===== src/rtl/imem_fetch_ctrl.sv =====
// Instruction-memory fetch controller: boot-loader write port in LOAD, then
// sequential fetch with a one-entry valid/ready output stage, redirects and faults.
//
// state | meaning
// LOAD  | loader owns the memory port, writes pass straight through
// RUN   | pc drives the read address, instructions stream to decode
// HALT  | fetch fault seen, outputs inactive until reset
module imem_fetch_ctrl #(
  parameter int          ADDR_W    = 10,
  parameter int          INSTR_LEN = 32,
  parameter logic [31:0] RESET_PC  = 32'h0000_0000
) (
  input  logic                 i_clk,
  input  logic                 i_rst_n,
  input  logic                 i_load_valid,
  input  logic [ADDR_W-1:0]    i_load_addr,
  input  logic [INSTR_LEN-1:0] i_load_data,
  input  logic                 i_load_done,
  output logic                 o_load_ready,
  output logic [ADDR_W-1:0]    o_mem_addr,
  output logic                 o_mem_we,
  output logic [INSTR_LEN-1:0] o_mem_wdata,
  input  logic [INSTR_LEN-1:0] i_mem_rdata,
  input  logic                 i_redirect_valid,
  input  logic [31:0]          i_redirect_pc,
  output logic                 o_instr_valid,
  output logic [INSTR_LEN-1:0] o_instr,
  output logic [31:0]          o_instr_pc,
  input  logic                 i_instr_ready,
  output logic                 o_fault,
  output logic                 o_running
);

  typedef enum logic [1:0] {LOAD, RUN, HALT} state_t;

  state_t      state;
  logic [31:0] pc;
  logic        pc_bad;
  logic        fetch;

  // Anything above the last word or not word-aligned is a fault.
  assign pc_bad = (pc[1:0] != 2'b00) || (pc[31:ADDR_W+2] != '0);
  assign fetch  = !o_instr_valid || i_instr_ready;

  assign o_mem_we    = (state == LOAD) && i_load_valid;
  assign o_mem_addr  = (state == LOAD) ? i_load_addr : pc[ADDR_W+1:2];
  assign o_mem_wdata = i_load_data;

  always_ff @(posedge i_clk or negedge i_rst_n) begin
    if (!i_rst_n) begin
      state         <= LOAD;
      pc            <= RESET_PC;
      o_instr_valid <= 1'b0;
      o_instr       <= '0;
      o_instr_pc    <= '0;
      o_fault       <= 1'b0;
      o_load_ready  <= 1'b1;
      o_running     <= 1'b0;
    end else begin
      case (state)
        LOAD: begin
          if (i_load_done) begin
            state         <= RUN;
            pc            <= RESET_PC;
            o_instr_valid <= 1'b0;
            o_instr       <= '0;
            o_instr_pc    <= '0;
            o_load_ready  <= 1'b0;
            o_running     <= 1'b1;
          end
        end
        RUN: begin
          // A redirect overrides both fetch and the fault check of the old pc.
          if (i_redirect_valid) begin
            o_instr_valid <= 1'b0;
            pc            <= i_redirect_pc;
          end else if (fetch) begin
            if (pc_bad) begin
              o_fault       <= 1'b1;
              o_instr_valid <= 1'b0;
              o_running     <= 1'b0;
              state         <= HALT;
            end else begin
              o_instr_valid <= 1'b1;
              o_instr       <= i_mem_rdata;
              o_instr_pc    <= pc;
              pc            <= pc + 32'd4;
            end
          end
        end
        HALT: begin
          o_instr_valid <= 1'b0;
          o_fault       <= 1'b1;
        end
        default: state <= LOAD;
      endcase
    end
  end

endmodule

===== config.mk =====
export PLATFORM = sky130hd
export DESIGN_NAME = imem_fetch_ctrl
export DESIGN_NICKNAME = d
export VERILOG_FILES = /design/src/rtl/imem_fetch_ctrl.sv
export SDC_FILE = /design/constraint.sdc
export NUM_CORES = 1
export LEC_CHECK = 0
export CAP_MARGIN = 20
export CORE_MARGIN = 10
export CORE_UTILIZATION = 40
export CTS_BUF_LIST = sky130_fd_sc_hd__clkbuf_2
export CTS_CLUSTER_DIAMETER = 60
export CTS_CLUSTER_SIZE = 28
export DETAILED_ROUTE_END_ITERATION = 16
export GPL_ROUTABILITY_DRIVEN = 0
export PLACE_DENSITY = 0.78
export SYNTH_ARGS = -nofsm -noshare
export SYNTH_HDL_FRONTEND = slang
export SYNTH_SLANG_ARGS = --single-unit

===== constraint.sdc =====
create_clock -name i_clk -period 5.05 [get_ports i_clk]
set_input_delay 1.515 -clock i_clk [delete_from_list [all_inputs] [get_ports i_clk]]
set_output_delay 1.515 -clock i_clk [all_outputs]
set_load 0.02 [all_outputs]

### Yosys cells after proc, flatten, opt, wreduce, memory -nomap -nowiden

Cells that the tools add are included.

| word-level totals | value |
|---|---|
| bits in registers | 102 |
| input port bits | 112 |
| output and inout bits | 111 |
| logic and storage cells | 69 |

| cells by class | value |
|---|---|
| add/sub/neg operators | 1 |
| equality and inequality tests | 9 |
| muxes and demuxes | 33 |
| bitwise operators | 1 |
| reduce and logical (&&, ||, !) cells | 17 |

Operators by type and width:

| kind | number |
|---|---|
| 32-bit two-way mux | 10 |
| 32-bit one-hot mux with 2 select lines | 3 |
| 32-bit by 3-bit adder with 32-bit output (second input constant) | 1 |
| 20-bit nonzero test | 1 |
| 5-bit AND reduction | 3 |
| 1-bit two-way mux | 11 |
| 10-bit two-way mux | 1 |
| 2-bit inequality test (second input constant) | 5 |
| 2-bit two-way mux | 4 |
| 4-bit AND reduction | 2 |
| 3-bit inequality test (second input constant) | 2 |
| 2-bit one-hot mux with 3 select lines | 1 |
| 2-bit nonzero test | 3 |
| 1-bit one-hot mux with 2 select lines | 2 |
| 1-bit one-hot mux with 3 select lines | 1 |
| 3-bit AND reduction | 1 |
| 3-bit nonzero test | 1 |
| 2-bit by 1-bit equality test with 1-bit output (second input constant) | 1 |
| 2-bit equality test (second input constant) | 1 |
| 2-bit zero test | 1 |
| 1-bit logical OR | 2 |
| 2-bit AND reduction | 1 |
| 1-bit logical AND | 1 |
| 1-bit zero test | 1 |
| 1-bit inverter | 1 |

### Depth between registers and ports, before layout

| logic depth | value |
|---|---|
| depth in word-level cells | 6 |
| mapped depth | 8 |
| mapped depth without buffers | 6 |

### Worst setup path after synthesis

No wires, ideal clock.

| timing | value |
|---|---|
| kind | input to output |
| from | input port i_load_addr[0] |
| to | output port o_mem_addr[0] |
| data arrival time | 1,820 ps |
| required time | 3,535 ps |
| setup slack | 1,715 ps |
| stages | 1 |
| path buffers | 0 |
| path through | mux2_2 |

| between the ends | value |
|---|---|
| cells in the longest elaborated chain, start to end | 1 |

Ends and longest elaborated chain:

| element | RTL line | source |
|---|---|---|
| start: declaration | 16 | `input logic [ADDR_W-1:0] i_load_addr,` |
| 10-bit two-way mux | 46 | `assign o_mem_addr = (state == LOAD) ? i_load_addr : pc[ADDR_W+1:2];` |
| end: declaration | 20 | `output logic [ADDR_W-1:0] o_mem_addr,` |

No other way between the ends.

### Final worst setup path

| timing | value |
|---|---|
| from | register state[0] |
| to | output port o_mem_addr[4] |

| between the ends | value |
|---|---|
| cells in the longest elaborated chain, start to end | 2 |

Ends and longest elaborated chain:

| element | RTL line | source |
|---|---|---|
| start: declaration | 36 | `state_t state;` |
| start signal: assignment | 51 | `state <= LOAD;` |
| start signal: assignment | 63 | `state <= RUN;` |
| start signal: assignment | 82 | `state <= HALT;` |
| 2-bit zero test | 46 |  |
| 10-bit two-way mux | 46 |  |

No other way between the ends.

==> results.md <==
- Critical Path Start Type: flip-flop
- Shortest period the worst path allows: 4.35 ns
- Worst vdd ir: 0.230 mV
- Area leader, netlist: dfrtp_1
- Largest cells by area after synthesis: dfrtp_1 (56%), a22o_1 (12%), buf_4 (5.3%)
- Port buffer count: 158
- CP max FO: 17
- Final hold vios: 0
- First-pass GRT wire length: 21900 um
- Synth cell types: 45
- Hold WC Path Type: flip-flop to flip-flop
- Max Fclk: 230 MHz
- Seq/Total Area, Yosys: 0.567
- Finish-stage setup viols: 0
- Clock buffer depth: 2
- Die area: 15900 um^2
- Status: finished clean
- Synth async-reset ratio: 1.00
- Number of flops mapped to enable cells by yosys: 0
- Die height: 126 um
- Global Route Usage Sum: 0.169
- H-tree depth: 3
- #FFs+latches synth: 102
- # clock sinks: 102
- Predominant post-synthesis flop cell: dfrtp_1
- YS warnings: 0
- CP max-delay cell: nor2_2
- Gr ovfl total: 0
- Wire length per cell: 20.4 um
- P_leak: 2.63 nW
- Nets@finish: 634
- # rows: 38
- Finished Layout Cells: 665
- # diodes: 0
- Critical R2R Launch: pc[30]
- Inserted Clock Buffers: 9
- Average cell area after synthesis: 11.3 um^2
- Mapped Area: 4510 um^2
- Worst skew pair latency: 0.61 ns
- Die X: 126 um
- Drt drc: 0
- Slew headroom: 0.373
- Slew Viols, Final: 0
- CP Cell Sequence: nor2_2, buf_4, nand2_1, o21ai_0, clkdlybuf4s50_1
- Post-CTS Setup Inserts: 0
- Vias in the first global route: 3867
- Dpl hpwl: 9740 um
- Via density: 5.38
- CP peak stage delay: 0.72 ns
- Syn_nets: 513
- Resize count post-CTS: 0
- Initial core utilization: 0.412
- Cell with the most instances after synthesis: dfrtp_1
- Root buffer cell: clkbuf_2
- Initial DRC Count: 258
- Tcrit/Tclk final: 0.861
- Critical path data required time: 3.54 ns
- DR vias: 3575
- Initial antenna violation count: 0
- HP Start: o_fault
- Max Cap Violations: 0
- Number of hold buffers added after cts: 0
- DP Cell Count: 649
- Share of Yosys cell area claimed by the top area cell type: 0.561
- Pre-antenna DRT Iters: 5
- CTS tree: yes
- Clock Skew: 0.0308 ns
- Layout area overhead: 35.2%
- IO Pins: 223
- Data arrival, critical path: 2.83 ns
- Post-DRT Antenna Nets: 0
- Post-Syn Instances: 400
- Unrepaired setup endpoints after global routing: false
- Crit Path Category: flip-flop to primary output
- Worst setup path start: state[0]
- Top cells by count, synth: dfrtp_1 (101), a22o_1 (60), buf_4 (32), nand2_1 (32), and2_1 (24)
- PD cells: 421 nW/um^2
- Core area: 10900 um^2
- Routed WL: 13600 um
- Clock Pin Slew Worst Setup and Hold Paths: 0.25 ns
- Worst-Margin Slew: 0.940 ns
- Setup crit end kind: primary output
- Sum Neg Setup Slack: 0 ns
- Layout cells sized above 1: 0.0743
- Largest net degree at the start of global routing: 76
## layer usage
| layer | wire length [um] | GRT usage | vias to the layer above |
|---|---|---|---|
| met4 | 168 | 0.0415 | 0 |
| li1 | - | - | 1657 |
| met3 | 1440 | 0.0944 | 22 |
| met2 | 6560 | 0.268 | 146 |
| met1 | 5410 | 0.195 | 1750 |
| met5 | 0 | 0 | - |
## cell usage in the layout, fill, tap and decap left out, types with 4 or more instances in the layout
| cell | n |
|---|---|
| clkdlybuf4s50_1 | 157 |
| dfrtp_1 | 101 |
| a22o_1 | 60 |
| nand2_1 | 32 |
| and2_1 | 24 |
| o21ai_0 | 19 |
| a21oi_1 | 16 |
| inv_1 | 10 |
| clkbuf_2 | 9 |
| nor4_1 | 8 |
| nor2_1 | 8 |
| o22ai_1 | 8 |
| buf_4 | 7 |
| nand3_1 | 6 |
| nor3_1 | 6 |
| mux2_2 | 4 |
| clkinvlp_4 | 4 |
## cell type report
type	count	area (um^2)
fillers	938	4840
clock inverters	6	63.8
flip-flops and latches	102	2550
clock buffers	9	45.0
well taps	140	175
inverters	10	37.5
repair buffers	165	1640
multi-input cells	233	1570
## logic make-up after synthesis
logic type,share of synthesized area
buffers and inverters,0.0880
multiplexers,0.0122
adder cells (fa/ha/maj),0.00278
flip-flops,0.567
AND/OR/NAND/NOR,0.130
AO/OA/AOI/OAI,0.200
## power breakdown
part / internal, mW / total (mW) / leakage, nW / switching [mW]
combinational: 0.465 / 1.03 / 1.18 / 0.562
clock: 0.108 / 0.385 / 0.0537 / 0.277
sequential: 0.982 / 1.16 / 1.39 / 0.173
total: 1.56 / 2.57 / 2.63 / 1.01
## metrics by stage
stage               instance area (um^2)  hold slack (ns)   util  power [mW]  setup slack, ns
finish                              6090            0.504  0.557        2.57            0.700
CTS                                 6080            0.516  0.556        2.60            0.582
global placement                    5980            0.462  0.546        2.17            0.766
floorplan                           4510            0.466      -        1.76             1.71
global route                        6090            0.537  0.557        2.74            0.413
detailed placement                  5980            0.460  0.546        2.20            0.739
## critical path: cells and delay by family, from the launching register on
kind                   cells  cell delay (ns)
buffers and inverters      2             0.87
DFF                        1             0.53
and+or+nand+nor            2             0.77
AOI/OAI and AO/OA          1             0.06
## flip-flops by register name, indices dropped and copies added, names as in the netlist
| signal | cells |
|---|---|
| pc | 32 |
| state | 2 |
| o_instr_valid | 1 |
| o_fault | 1 |
| o_instr | 32 |
| o_running | 1 |
| o_load_ready | 1 |
| o_instr_pc | 32 |
## path summary, 6_finish.rpt
kind                                 end  slack [ns]  depth (start not counted)
max in group asynchronous          pc[8]        3.12                          2
min reg2reg                      o_fault        0.50                          1
max                        o_mem_addr[4]        0.70                          5
min                              o_fault        0.50                          1
max reg2reg                        pc[8]        2.62                          6
min in group asynchronous          pc[3]        0.99                          1
No activity file was read; power rests on OpenSTA's default activity.
